## config.mk

```make
export PLATFORM = sky130hd
export DESIGN_NAME = bht_update_engine_flat
export DESIGN_NICKNAME = d
export VERILOG_FILES = /design/src/rtl/bht_update_engine_if.sv /design/src/rtl/bht_update_engine.sv /design/src/flat_wrapper.sv
export SDC_FILE = /design/constraint.sdc
export NUM_CORES = 1
export LEC_CHECK = 0
export CORE_MARGIN = 2
export CORE_UTILIZATION = 45
export CTS_BUF_LIST = sky130_fd_sc_hd__clkbuf_4 sky130_fd_sc_hd__clkbuf_8 sky130_fd_sc_hd__clkbuf_16
export DETAILED_ROUTE_END_ITERATION = 6
export HOLD_SLACK_MARGIN = 0.02
export RECOVER_POWER = 25
export SETUP_SLACK_MARGIN = 0.2
export SKIP_LAST_GASP = 1
export SYNTH_ARGS = -nofsm -noshare
export SYNTH_HDL_FRONTEND = slang
export SYNTH_SLANG_ARGS = --single-unit
export TNS_END_PERCENT = 1
```

## constraint.sdc

```tcl
create_clock -name iClk -period 3.04 [get_ports iClk]
set_input_delay 0.608 -clock iClk [delete_from_list [all_inputs] [get_ports iClk]]
set_output_delay 0.608 -clock iClk [all_outputs]
set_load 0.01 [all_outputs]
```

## src/rtl/bht_update_engine_if.sv

```systemverilog
// bht_update_engine_if: lookup and update-queue signals of the branch history table engine
interface bht_update_engine_if #(
   parameter int depth      = 32,
   parameter int fifo_depth = 4
);
   localparam int IW = $clog2(depth);
   localparam int PW = $clog2(fifo_depth) + 1;
   logic [IW-1:0] iLookupIndex;
   logic [1:0]    oLookupCounter;
   logic          oLookupPred;
   logic          iUpdValid;
   logic [IW-1:0] iUpdIndex;
   logic          iUpdTaken;
   logic          oUpdReady;
   logic          oBusy;
   logic [PW-1:0] oPending;
   modport master (
      output iLookupIndex, iUpdValid, iUpdIndex, iUpdTaken,
      input  oLookupCounter, oLookupPred, oUpdReady, oBusy, oPending
   );
   modport slave (
      input  iLookupIndex, iUpdValid, iUpdIndex, iUpdTaken,
      output oLookupCounter, oLookupPred, oUpdReady, oBusy, oPending
   );
endinterface

```

## src/rtl/bht_update_engine.sv

```systemverilog
// bht_update_engine: 2-bit counter table with init sweep and serialized read-modify-write update queue
module bht_update_engine #(
   parameter int depth      = 32,
   parameter int fifo_depth = 4
) (
   input logic                iClk,
   input logic                iRst,
   bht_update_engine_if.slave bus
);
   localparam int IW = $clog2(depth);
   localparam int FW = $clog2(fifo_depth);
   typedef enum logic [1:0] {INIT, IDLE, READ, WRITE} state_t;
   state_t        r_state, w_next;
   logic [IW-1:0] r_sweep_ptr;
   logic [1:0]    r_table [depth];
   logic [IW-1:0] r_fifo_idx [fifo_depth];
   logic          r_fifo_tkn [fifo_depth];
   logic [FW-1:0] r_wr_ptr, r_rd_ptr;
   logic [FW:0]   r_count;
   logic [IW-1:0] r_upd_idx;
   logic          r_upd_tkn;
   logic [1:0]    r_upd_cnt;
   logic          w_full, w_push, w_pop, w_we;
   logic [IW-1:0] w_waddr;
   logic [1:0]    w_wdata, w_sat, w_lookup;

   assign w_full   = r_count == (FW+1)'(fifo_depth);
   assign w_push   = bus.iUpdValid && bus.oUpdReady;
   assign w_pop    = r_state == READ;
   assign w_sat    = r_upd_tkn ? ((r_upd_cnt == 2'b11) ? 2'b11 : r_upd_cnt + 2'b01)
                               : ((r_upd_cnt == 2'b00) ? 2'b00 : r_upd_cnt - 2'b01);
   assign w_we     = (r_state == INIT) || (r_state == WRITE);
   assign w_waddr  = (r_state == INIT) ? r_sweep_ptr : r_upd_idx;
   assign w_wdata  = (r_state == INIT) ? 2'b01 : w_sat;
   assign w_lookup = (r_state == INIT) ? 2'b01 : r_table[bus.iLookupIndex];

   assign bus.oLookupCounter = w_lookup;
   assign bus.oLookupPred    = w_lookup[1];
   assign bus.oUpdReady      = !w_full && (r_state != INIT);
   assign bus.oBusy          = r_state == INIT;
   assign bus.oPending       = r_count;

   // Next state: sweep until the last entry, then alternate READ/WRITE while the queue holds work
   always_comb begin
      w_next = r_state;
      case (r_state)
         INIT:    w_next = (r_sweep_ptr == IW'(depth - 1)) ? IDLE : INIT;
         IDLE:    w_next = (r_count != '0) ? READ : IDLE;
         READ:    w_next = WRITE;
         WRITE:   w_next = (r_count != '0) ? READ : IDLE;
         default: w_next = INIT;
      endcase
   end

   // Control state, queue pointers/occupancy and the latched update; reset drops all pending work
   always_ff @(posedge iClk or posedge iRst) begin
      if (iRst) begin
         r_state     <= INIT;
         r_sweep_ptr <= '0;
         r_wr_ptr    <= '0;
         r_rd_ptr    <= '0;
         r_count     <= '0;
         r_upd_idx   <= '0;
         r_upd_tkn   <= 1'b0;
         r_upd_cnt   <= 2'b01;
      end else begin
         r_state     <= w_next;
         r_sweep_ptr <= (r_state == INIT) ? r_sweep_ptr + 1'b1 : '0;
         r_wr_ptr    <= w_push ? r_wr_ptr + 1'b1 : r_wr_ptr;
         r_rd_ptr    <= w_pop ? r_rd_ptr + 1'b1 : r_rd_ptr;
         r_count     <= r_count + {{FW{1'b0}}, w_push} - {{FW{1'b0}}, w_pop};
         if (w_pop) begin
            r_upd_idx <= r_fifo_idx[r_rd_ptr];
            r_upd_tkn <= r_fifo_tkn[r_rd_ptr];
            r_upd_cnt <= r_table[r_fifo_idx[r_rd_ptr]];
         end
      end
   end

   // Storage arrays: counter table write port and queue tail write
   always_ff @(posedge iClk) begin
      if (w_we) r_table[w_waddr] <= w_wdata;
      if (w_push) begin
         r_fifo_idx[r_wr_ptr] <= bus.iUpdIndex;
         r_fifo_tkn[r_wr_ptr] <= bus.iUpdTaken;
      end
   end
endmodule
```

## src/flat_wrapper.sv

```systemverilog
// flat-port wrapper written by rule: the top's interface ports become plain ports
module bht_update_engine_flat 
#(
   parameter int depth      = 32,
   parameter int fifo_depth = 4
)
  (iClk, iRst, bus_iLookupIndex, bus_iUpdValid, bus_iUpdIndex, bus_iUpdTaken, bus_oLookupCounter, bus_oLookupPred, bus_oUpdReady, bus_oBusy, bus_oPending);
  bht_update_engine_if #(.depth(depth), .fifo_depth(fifo_depth)) bus_i ();
  input logic iClk;
  input logic iRst;
  input wire logic [$bits(bus_i.iLookupIndex)-1:0] bus_iLookupIndex;
  input wire logic [$bits(bus_i.iUpdValid)-1:0] bus_iUpdValid;
  input wire logic [$bits(bus_i.iUpdIndex)-1:0] bus_iUpdIndex;
  input wire logic [$bits(bus_i.iUpdTaken)-1:0] bus_iUpdTaken;
  output wire logic [$bits(bus_i.oLookupCounter)-1:0] bus_oLookupCounter;
  output wire logic [$bits(bus_i.oLookupPred)-1:0] bus_oLookupPred;
  output wire logic [$bits(bus_i.oUpdReady)-1:0] bus_oUpdReady;
  output wire logic [$bits(bus_i.oBusy)-1:0] bus_oBusy;
  output wire logic [$bits(bus_i.oPending)-1:0] bus_oPending;
  assign bus_i.iLookupIndex = bus_iLookupIndex;
  assign bus_i.iUpdValid = bus_iUpdValid;
  assign bus_i.iUpdIndex = bus_iUpdIndex;
  assign bus_i.iUpdTaken = bus_iUpdTaken;
  assign bus_oLookupCounter = bus_i.oLookupCounter;
  assign bus_oLookupPred = bus_i.oLookupPred;
  assign bus_oUpdReady = bus_i.oUpdReady;
  assign bus_oBusy = bus_i.oBusy;
  assign bus_oPending = bus_i.oPending;
  bht_update_engine #(.depth(depth), .fifo_depth(fifo_depth)) u_core (.iClk(iClk), .iRst(iRst), .bus(bus_i));
endmodule
```

==> results of run 1 <==
-- state kept, by name, summed over array words and instances, names as in the netlist, named ones only --
name	count
u_core.r_upd_idx	5
u_core.bus.oPending	3
u_core.r_wr_ptr	2
u_core.r_upd_cnt	2
u_core.r_rd_ptr	2
u_core.r_sweep_ptr	5
u_core.r_fifo_tkn	4
u_core.r_upd_tkn	1
u_core.r_fifo_idx	20
u_core.r_table	64
u_core.r_state	1
-- through the flow --
step | util, % | power, W | setup slack [ns] | instances | area, sq um
2_1_floorplan | - | 0.003973 | 0.2155 | 371 | 5361
3_3_place_gp | 49.96 | 0.004662 | -0.6390 | 529 | 5753
3_5_place_dp | 49.96 | 0.004708 | -0.6652 | 529 | 5753
4_1_cts | 53.17 | 0.005933 | 0.1278 | 548 | 6123
5_1_grt | 53.40 | 0.006233 | 0.1141 | 550 | 6150
6_report | 53.40 | 0.005884 | 0.2033 | 550 | 6150
-- layout by cell type (no fill, tap or decap), drive strengths merged, types with 6 or more instances in the layout --
| cell type | count |
|---|---|
| edfxtp | 88 |
| nor2 | 42 |
| mux2i | 28 |
| mux4 | 28 |
| nand2 | 27 |
| dfrtp | 21 |
| buf | 21 |
| inv | 17 |
| clkbuf | 13 |
| o21ai | 11 |
| ha | 10 |
| clkdlybuf4s50 | 8 |
| dlygate4sd3 | 7 |
| a21oi | 7 |
| and2 | 6 |
-- cell families after synthesis --
| kind of cell | after synthesis | synth area share [%] |
|---|---|---|
| multiplexers | 60 | 18.40 |
| flip-flops | 110 | 59.76 |
| adder cells (fa/ha/maj) | 12 | 2.903 |
| AO/OA/AOI/OAI | 39 | 5.174 |
| XOR/XNOR | 7 | 1.147 |
| AND/OR/NAND/NOR | 107 | 9.270 |
| buffers and inverters | 36 | 3.347 |
-- layer usage --
layer | GRT usage, % | routed length, microns | part of all wire, %
met5 | 0 | 0 | 0
met4 | 7.561 | 238 | 2.1
met3 | 2.946 | 462 | 4.0
met2 | 32.25 | 5809 | 50
met1 | 25.57 | 5086 | 44
-- area by class of cell --
type                    count  share of cell area, %
clock inverters             6                  1.343
repair buffers             41                  6.755
clock buffers              10                  3.784
flip-flops and latches    110                  51.94
well taps                 143                  2.909
inverters                  15                 0.9156
multi-input cells         225                  32.35
-- power breakdown --
part / internal [W] / switching [W]
Combinational: 0.000947 / 0.00138
Sequential: 0.00213 / 0.000193
Clock: 0.000666 / 0.000559
Total: 0.00375 / 0.00214
-- worst max path at each step --
stage | startpoint | endpoint | cells past startpoint
2_1_floorplan | bus_iLookupIndex[0] | bus_oLookupCounter[1] | 7
3_3_place_gp | bus_iLookupIndex[0] | bus_oLookupCounter[0] | 6
3_5_place_dp | bus_iLookupIndex[0] | bus_oLookupCounter[0] | 6
4_1_cts | bus_iLookupIndex[0] | bus_oLookupCounter[1] | 7
5_1_grt | u_core.r_state[0]$_DFF_PP0_ | bus_oBusy | 4
6_report | bus_iLookupIndex[0] | bus_oLookupCounter[0] | 6
-- timing repair --
item,CTS,global route
hold buffers,0,0
endpoints found under the hold margin,0,0
pin swaps,0,2
gates cloned,2,0
setup buffers,1,2
resized for setup,23,8
setup endpoints to repair,3,3
==> results.sh, run 1 <==
export IMPL_startpoint_type="input pin"
export IMPL_max_slew_margin_pct=44.85
export IMPL_drt_pass1_iter_count=7
export IMPL_grt_first_pass_wirelength_microns=18230
export IMPL_synthArstFlopShare_pct=20.00
export IMPL_regArea_sq_um=3194
export IMPL_min_from="u_core.r_upd_tkn$_DFFE_PP0N_"
export IMPL_tightestPinTransition_ns=0.8264
export IMPL_ys_warn_count=0
export IMPL_clock_skew_ns=0.01289
export IMPL_rsz0062_at_grt="yes"
export IMPL_syn_nets=396
export IMPL_period_needed_ns=2.837
export IMPL_critPathKind="input pin to primary output"
export IMPL_ir_drop_v=0.0004409
export IMPL_synthTopCellsByArea="edfxtp_1 49%, mux4_2 10%, dfrtp_1 9.8%, mux2i_1 5.1%, nor2_1 2.9%"
export IMPL_avgSynthCellArea_sq_um=14.41
export IMPL_cellPowerDensity_nw_per_um2=956.8
export IMPL_rows=39
export IMPL_synth_edf_count=88
export IMPL_clock_tree_buffer_depth=2
export IMPL_htreeDepth=3
export IMPL_violations="design-rule violations"
export IMPL_area_growth_pct=15.05
export IMPL_setup_tns_ns=0
export IMPL_rrSetupSlack_ns=0.39
export IMPL_drc=2
export IMPL_worstHoldPathType="flip-flop to flip-flop"
export IMPL_cts_inserted_buffers=9
export IMPL_port_buffers=21
export IMPL_ys_ff_latch=110
export IMPL_fp_dieArea_sq_um=12770
export IMPL_crit_family="multiplexers"
export IMPL_cts_tree="done"
export IMPL_worstReg2RegStart="u_core.r_rd_ptr[0]$_DFFE_PP0N_"
export IMPL_synth_top_area_share_pct=49.44
export IMPL_wl_per_cell_microns=21.08
export IMPL_cts_root_buf="clkbuf_16"
export IMPL_worstPathRequired_ns=2.43
export IMPL_vias=3174
export IMPL_ys_seq_area_share_pct=59.76
export IMPL_outcome="complete, but fails checks"
export IMPL_setup_viol=0
export IMPL_maxCapViolCount=0
export IMPL_yosysUniqueCellTypes=52
export IMPL_place_gp_congestion=0.9013
export IMPL_ff2ff_path_depth=7
export IMPL_slew_violations=0
export IMPL_leakagePower_nw=2.233
export IMPL_dp_final_hpwl_microns=8171
export IMPL_fillerInstances=987
export IMPL_synth_top_cell_by_area="edfxtp_1"
export IMPL_drt_iter0_markers=223
export IMPL_antenna_cells=0
export IMPL_grt_max_degree=33
export IMPL_wl_microns=11600
export IMPL_min_to="u_core.r_upd_tkn$_DFFE_PP0N_"
export IMPL_core_area_sq_um=11520
export IMPL_worstSkewPairLatency_ns=0.35
export IMPL_grt_overflow_total=0
export IMPL_grt_total_usage_pct=19.26
export IMPL_syn_area_sq_um=5345
export IMPL_drive_gt1_share_pct=18.67
export IMPL_worst_setup_path_end_kind="primary output"
export IMPL_path_max_fanout=8
export IMPL_cts_sinks=110
export IMPL_synth_ff_type="edfxtp_1"
export IMPL_grt_antenna_before_repair=0
export IMPL_crit_arrival_ns=2.23
export IMPL_post_synth_top_count_cell="edfxtp_1"
export IMPL_synthTopCellsByCount="88 x edfxtp_1, 42 x nor2_1, 27 x mux2i_1, 27 x nand2_1, 24 x mux4_2"
export IMPL_io_pins=22
export IMPL_multi_input_area_sq_um=1989
export IMPL_crit_slowest_cell="mux4_2"
export IMPL_whs_ns=0.5578
export IMPL_die_w_microns=113.0
export IMPL_syn_instance_count=371
export IMPL_r2r_end="u_core.r_upd_cnt[0]$_DFFE_PP1N_"
export IMPL_period_share_pct=93.31
export IMPL_ant_nets=0
export IMPL_fin_nets=427
export IMPL_chipHeight_microns=113.0
export IMPL_drt_vias_per_instance=5.771
export IMPL_whs_path_depth=1
export IMPL_max_clock_freq_mhz=352.5
export IMPL_start_util_pct=46.41
export IMPL_clk_pin_slew_ns=0.07
export IMPL_first_global_vias=3258
export IMPL_path_buf_inv=3
export IMPL_path_cells="buf_12 > buf_12 > mux4_2 > mux4_2 > a211o_1 > buf_2"
export IMPL_final_hold_viol_count=0
export IMPL_critPathMaxStageDelay_ns=0.51
(Power assumes the default switching activity.)
==> run 2, diff against run 1 <==
Settings changed: CAP_MARGIN set to 10, CORE_UTILIZATION 45 to 55, PLACE_DENSITY set to 0.76.
==> run 2 against run 1 <==
Utilization grew 10 points. Critical endpoint unchanged. Die area down 18%. Combinational power shrank 3%. Largest power group unchanged. The run now ends clean. Clock power down 32%.
==> results.sh, run 2 (synthesis gave the netlist of run 1 again) <==
export IMPL_outcome="complete, no violations"
export IMPL_grt_total_usage_pct=22.81
export IMPL_final_hold_viol_count=0
export IMPL_worstPathRequired_ns=2.43
export IMPL_critPathMaxStageDelay_ns=0.50
export IMPL_fp_dieArea_sq_um=10520
export IMPL_crit_arrival_ns=2.27
export IMPL_p_sw_share_pct=38.34
export IMPL_grt_overflow_total=0
export IMPL_drt_vias_per_instance=6.158
export IMPL_place_gp_congestion=0.9208
export IMPL_intPower_w=0.003348
export IMPL_period_share_pct=94.72
export IMPL_worst_setup_path_end_kind="primary output"
export IMPL_r2r_end="u_core.r_upd_cnt[0]$_DFFE_PP1N_"
export IMPL_startpoint_type="input pin"
export IMPL_crit_top_cell="mux4_2"
export IMPL_pwr_share_comb_pct=41.4
export IMPL_clock_skew_ns=0.009029
export IMPL_clk_pin_slew_ns=0.10
export IMPL_setup_ws_ns=0.1605
export IMPL_setup_viol=0
export IMPL_tightestPinTransition_ns=1.357
export IMPL_crit_family="multiplexers"
export IMPL_critPathKind="input pin to primary output"
export IMPL_worstSkewPairLatency_ns=0.37
export IMPL_first_global_vias=3312
export IMPL_worstHoldPathType="flip-flop to flip-flop"
export IMPL_grt_antenna_before_repair=0
export IMPL_drive_gt1_share_pct=16.96
export IMPL_maxCapViolCount=0
export IMPL_max_clock_freq_mhz=347.3
export IMPL_core_area_sq_um=9328
export IMPL_top_regs="u_core.r_table: 64 flops, u_core.r_fifo_idx: 20 flops"
export IMPL_drt_pass1_iter_count=4
export IMPL_chipHeight_microns=102.6
export IMPL_ff2ff_path_depth=6
export IMPL_crit_slowest_cell="mux4_2"
export IMPL_final_common_cell="edfxtp_1"
export IMPL_htreeDepth=3
export IMPL_drt_iter0_markers=243
export IMPL_rows=35
export IMPL_dp_worst_setup_slack_ns=-0.6463
export IMPL_port_buffers=21
export IMPL_rsz0062_at_grt="yes"
export IMPL_layout_common_cells="88 x edfxtp_1, 42 x nor2_1, 27 x nand2_1"
export IMPL_power_share_clock_pct=15.4
export IMPL_area_growth_pct=11.03
export IMPL_io_pins=22
export IMPL_cellPowerDensity_nw_per_um2=915.1
export IMPL_leakagePower_nw=2.134
export IMPL_dp_final_hpwl_microns=7589
export IMPL_rrSetupSlack_ns=0.29
export IMPL_ir_drop_v=0.0005722
export IMPL_ant_nets=0
export IMPL_setup_tns_ns=0
export IMPL_cts_hold_buf=0
export IMPL_grt_first_pass_wirelength_microns=17680
export IMPL_max_slew_margin_pct=9.500
export IMPL_period_needed_ns=2.879
export IMPL_fillerInstances=675
export IMPL_antenna_cells=0
export IMPL_min_to="u_core.r_upd_tkn$_DFFE_PP0N_"
export IMPL_largest_reg_flops=64
export IMPL_worstReg2RegStart="u_core.r_rd_ptr[0]$_DFFE_PP0N_"
export IMPL_start_util_pct=57.30
export IMPL_cts_tree="done"
export IMPL_slew_violations=0
export IMPL_clock_tree_buffer_depth=2
export IMPL_vias=3264
export IMPL_cts_root_buf="clkbuf_8"
export IMPL_fin_nets=421
export IMPL_switching_power_w=0.002082
export IMPL_top_register="u_core.r_table"
export IMPL_drc=0
export IMPL_cts_sinks=110
export IMPL_wl_microns=10970
export IMPL_grt_max_degree=33
export IMPL_p_seq_share_pct=43.2
export IMPL_whs_path_depth=1
export IMPL_path_max_fanout=8
export IMPL_cts_inserted_buffers=9
export IMPL_path_buf_inv=3
export IMPL_wl_per_cell_microns=20.69
export IMPL_die_w_microns=102.6
export IMPL_min_from="u_core.r_upd_tkn$_DFFE_PP0N_"
export IMPL_path_cells="buf_6 > buf_12 > mux4_2 > mux4_2 > a211o_1 > buf_2"
run 2: cell types whose count changed in the layout (fill, tap and decap cells not counted), moves of 2 or more:
cell,previous run,this run
clkbuf_8,0,9
a211oi_2,2,0
clkbuf_16,9,0
buf_4,12,8
a211oi_1,2,4
run 2: worst max path at each step:
stage,end,slack (ns),cells past startpoint,from
floorplan,bus_oLookupCounter[1],0.22,7,bus_iLookupIndex[0]
global placement,bus_oLookupCounter[0],-0.64,6,bus_iLookupIndex[0]
detailed placement,bus_oLookupCounter[0],-0.65,6,bus_iLookupIndex[0]
CTS,bus_oLookupCounter[1],0.13,7,bus_iLookupIndex[0]
global route,bus_oBusy,0.09,4,u_core.r_state[0]$_DFF_PP0_
finish,bus_oLookupCounter[0],0.16,6,bus_iLookupIndex[0]
run 2: final cells by class:
type | instances | area (sq um) | area share, %
flip-flops and latches | 110 | 3194 | 53.83
multi-input cells | 225 | 1976 | 33.29
repair buffers | 35 | 359.1 | 6.051
well taps | 129 | 161.4 | 2.720
clock buffers | 10 | 131.4 | 2.214
clock inverters | 6 | 56.30 | 0.9488
inverters | 15 | 56.30 | 0.9488
run 2: power groups by stage:
| stage | registers (W) | logic, W | clock network (W) |
|---|---|---|---|
| after global routing | 0.00238 | 0.00246 | 0.000894 |
| after detailed placement | 0.00237 | 0.00224 | 0 |
| after global placement | 0.00235 | 0.00216 | 0 |
| after CTS | 0.00234 | 0.00225 | 0.000842 |
| after floorplan | 0.00228 | 0.00169 | 0 |
| final | 0.00234 | 0.00225 | 0.000837 |
run 2: through the flow:
step | power (W) | util (%) | hold slack [ns] | instances | cell area, sq um
2_1_floorplan | 0.003973 | - | 0.4993 | 371 | 5361
3_3_place_gp | 0.004516 | 61.13 | 0.5220 | 511 | 5702
3_5_place_dp | 0.004609 | 61.13 | 0.5314 | 511 | 5702
4_1_cts | 0.005427 | 63.73 | 0.5589 | 530 | 5944
5_1_grt | 0.005734 | 63.62 | 0.5955 | 530 | 5934
6_report | 0.005431 | 63.62 | 0.5531 | 530 | 5934
run 2: timing repair:
action / in CTS / in global routing
gates cloned: 2 / 0
endpoints found under the setup margin: 3 / 6
gates resized for setup: 23 / 3
buffers inserted: 1 / 0
pin swaps: 0 / 0
run 2: routing by layer:
metal	global-route usage [%]	up-vias	share of wire, %
li1	-	1452	-
met1	33.30	1624	43
met2	35.34	163	46
met3	3.322	25	8.0
met4	8.513	0	2.3
met5	0	-	0
==> run 3, diff against run 2 <==
Settings changed: GPL_TIMING_DRIVEN set to 0.
==> run 3 against run 2 <==
Utilization up 0.83 points. Flip-flop and latch count unchanged. Clock skew up 0.0089 ns. Sequential share of layout area down 0.69 points. Routed wire length up 1.5%. Sequential power down 2%. Clock-buffer cell count down 1. Register-to-register slack better by 0.13 ns.
==> results.sh, run 3 (synthesis gave the netlist of run 1 again) <==
export IMPL_grt_overflow_total=0
export IMPL_startpoint_type="input pin"
export IMPL_fp_dieArea_sq_um=10520
export IMPL_rsz0062_at_grt="yes"
export IMPL_fin_nets=431
export IMPL_die_w_microns=102.6
export IMPL_pwr_share_comb_pct=43.5
export IMPL_largest_reg_flops=64
export IMPL_cts_inserted_buffers=9
export IMPL_p_seq_share_pct=41.0
export IMPL_tightestPinTransition_ns=0.9247
export IMPL_wl_per_cell_microns=20.61
export IMPL_worstHoldPathType="flip-flop to flip-flop"
export IMPL_drive_gt1_share_pct=17.76
export IMPL_top_register="u_core.r_table"
export IMPL_clock_tree_buffer_depth=2
export IMPL_cellPowerDensity_nw_per_um2=927.4
export IMPL_final_common_cell="edfxtp_1"
export IMPL_path_max_fanout=5
export IMPL_rows=35
export IMPL_setup_viol=0
export IMPL_drc=0
export IMPL_grt_total_usage_pct=23.01
export IMPL_ir_drop_v=0.0006361
export IMPL_ff2ff_path_depth=8
export IMPL_vias=3281
export IMPL_cts_sinks=110
export IMPL_whs_path_depth=1
export IMPL_first_global_vias=3242
export IMPL_ant_nets=0
export IMPL_max_slew_margin_pct=38.29
export IMPL_cts_hold_buf=0
export IMPL_p_sw_share_pct=38.38
export IMPL_drt_vias_per_instance=6.076
export IMPL_critPathKind="input pin to primary output"
export IMPL_place_gp_congestion=0.8569
export IMPL_switching_power_w=0.002140
export IMPL_cts_root_buf="clkbuf_8"
export IMPL_htreeDepth=3
export IMPL_top_regs="u_core.r_table: 64 flops, u_core.r_fifo_idx: 20 flops"
export IMPL_worstReg2RegStart="u_core.r_rd_ptr[1]$_DFFE_PP0N_"
export IMPL_min_from="u_core.r_sweep_ptr[0]$_DFF_PP0_"
export IMPL_p_total_w=0.005575
export IMPL_max_clock_freq_mhz=340.1
export IMPL_clock_skew_ns=0.01792
export IMPL_worst_setup_path_end_kind="primary output"
export IMPL_outcome="complete, no violations"
export IMPL_period_share_pct=96.71
export IMPL_maxCapViolCount=0
export IMPL_layout_common_cells="88 x edfxtp_1, 42 x nor2_1, 27 x mux2i_1, 27 x nand2_1, 24 x mux4_2"
export IMPL_slew_violations=0
export IMPL_crit_arrival_ns=2.33
export IMPL_port_buffers=19
export IMPL_wl_microns=11130
export IMPL_drt_iter0_markers=333
export IMPL_power_share_clock_pct=15.4
export IMPL_intPower_w=0.003435
export IMPL_leakagePower_nw=2.171
export IMPL_r2r_end="u_core.r_upd_cnt[1]$_DFFE_PP0N_"
export IMPL_clk_pin_slew_ns=0.11
export IMPL_area_growth_pct=12.48
export IMPL_chipHeight_microns=102.6
export IMPL_io_pins=22
export IMPL_whs_ns=0.5679
export IMPL_start_util_pct=57.30
export IMPL_dp_final_hpwl_microns=8019
export IMPL_antenna_cells=0
export IMPL_final_hold_viol_count=0
export IMPL_min_to="u_core.r_sweep_ptr[0]$_DFF_PP0_"
export IMPL_final_util_pct=64.45
export IMPL_grt_max_degree=33
export IMPL_core_area_sq_um=9328
export IMPL_worstPathRequired_ns=2.43
export IMPL_drt_pass1_iter_count=5
export IMPL_worstSkewPairLatency_ns=0.39
export IMPL_period_needed_ns=2.940
export IMPL_rrSetupSlack_ns=0.42
export IMPL_grt_antenna_before_repair=0
export IMPL_cts_tree="done"
export IMPL_grt_first_pass_wirelength_microns=17620
run 3: changes by cell type in the layout (fill, tap and decap cells not counted), sizes merged:
| cell | change |
|---|---|
| bufbuf | -1 |
| clkdlybuf4s50 | -1 |
| inv | +1 |
| clkdlybuf4s15 | +1 |
| clkinvlp | -1 |
| clkinv | +1 |
| buf | +7 |
| clkbuf | +3 |
run 3: how the worst max path moves through the flow:
stage | from | end | slack (ns) | depth (start not counted)
2_1_floorplan | bus_iLookupIndex[0] | bus_oLookupCounter[1] | 0.22 | 7
3_3_place_gp | bus_iLookupIndex[1] | bus_oLookupCounter[1] | -1.16 | 8
3_5_place_dp | bus_iLookupIndex[1] | bus_oLookupCounter[1] | -1.21 | 8
4_1_cts | bus_iLookupIndex[0] | bus_oLookupCounter[1] | 0.09 | 8
5_1_grt | bus_iLookupIndex[0] | bus_oLookupCounter[1] | 0.07 | 8
6_report | bus_iLookupIndex[0] | bus_oLookupCounter[1] | 0.1 | 8
run 3: through the flow:
stage | cells | cell area, sq um | setup TNS (ns) | setup slack (ns)
after global placement | 519 | 5713 | -11.90 | -1.160
after CTS | 539 | 6001 | 0 | 0.09148
after global routing | 540 | 6012 | 0 | 0.06572
after floorplan | 371 | 5361 | 0 | 0.2155
after detailed placement | 520 | 5728 | -3.270 | -1.211
final | 540 | 6012 | 0 | 0.09990
run 3: power groups by stage:
| stage | registers, W | logic, W | clock network [W] |
|---|---|---|---|
| after floorplan | 0.00228 | 0.00169 | 0 |
| after global placement | 0.00231 | 0.00231 | 0 |
| after detailed placement | 0.00232 | 0.00240 | 0 |
| after CTS | 0.00229 | 0.00242 | 0.000875 |
| after global routing | 0.00232 | 0.00262 | 0.000922 |
| final | 0.00229 | 0.00243 | 0.000861 |
run 3: worst max-delay path, cell delays in order:
cell and delay [ns]:
buf_12 0.10, buf_12 0.13, mux4_2 0.53, mux4_2 0.49
mux2i_1 0.15, nor2_1 0.07, buf_4 0.14, buf_6 0.11
run 3: final cells by class:
type                       instances  area (sq um)
inverter                          15         56.30
sequential                       110          3194
buffer                            21         175.2
multi-input combinational        225          1979
fill                             688          3316
tap                              129         161.4
clock inverter                     7         75.07
timing repair buffer              24         246.5
clock buffer                       9         123.9
run 3: what timing repair did:
item | CTS | global route
endpoints found under the setup margin | 4 | 4
setup buffers | 2 | 1
gates resized for setup | 26 | 1
gates cloned | 1 | 0
pin swaps | 1 | 1
run 3: routing by layer:
| metal | wire (microns) | share of wire (%) | vias up | GRT usage [%] |
|---|---|---|---|---|
| met1 | 4694 | 42 | 1641 | 31.85 |
| met4 | 193 | 1.7 | 0 | 6.974 |
| met2 | 5492 | 49 | 138 | 37.66 |
| met3 | 747 | 6.7 | 18 | 4.271 |
| li1 | - | - | 1484 | - |
| met5 | 0 | 0 | - | 0 |
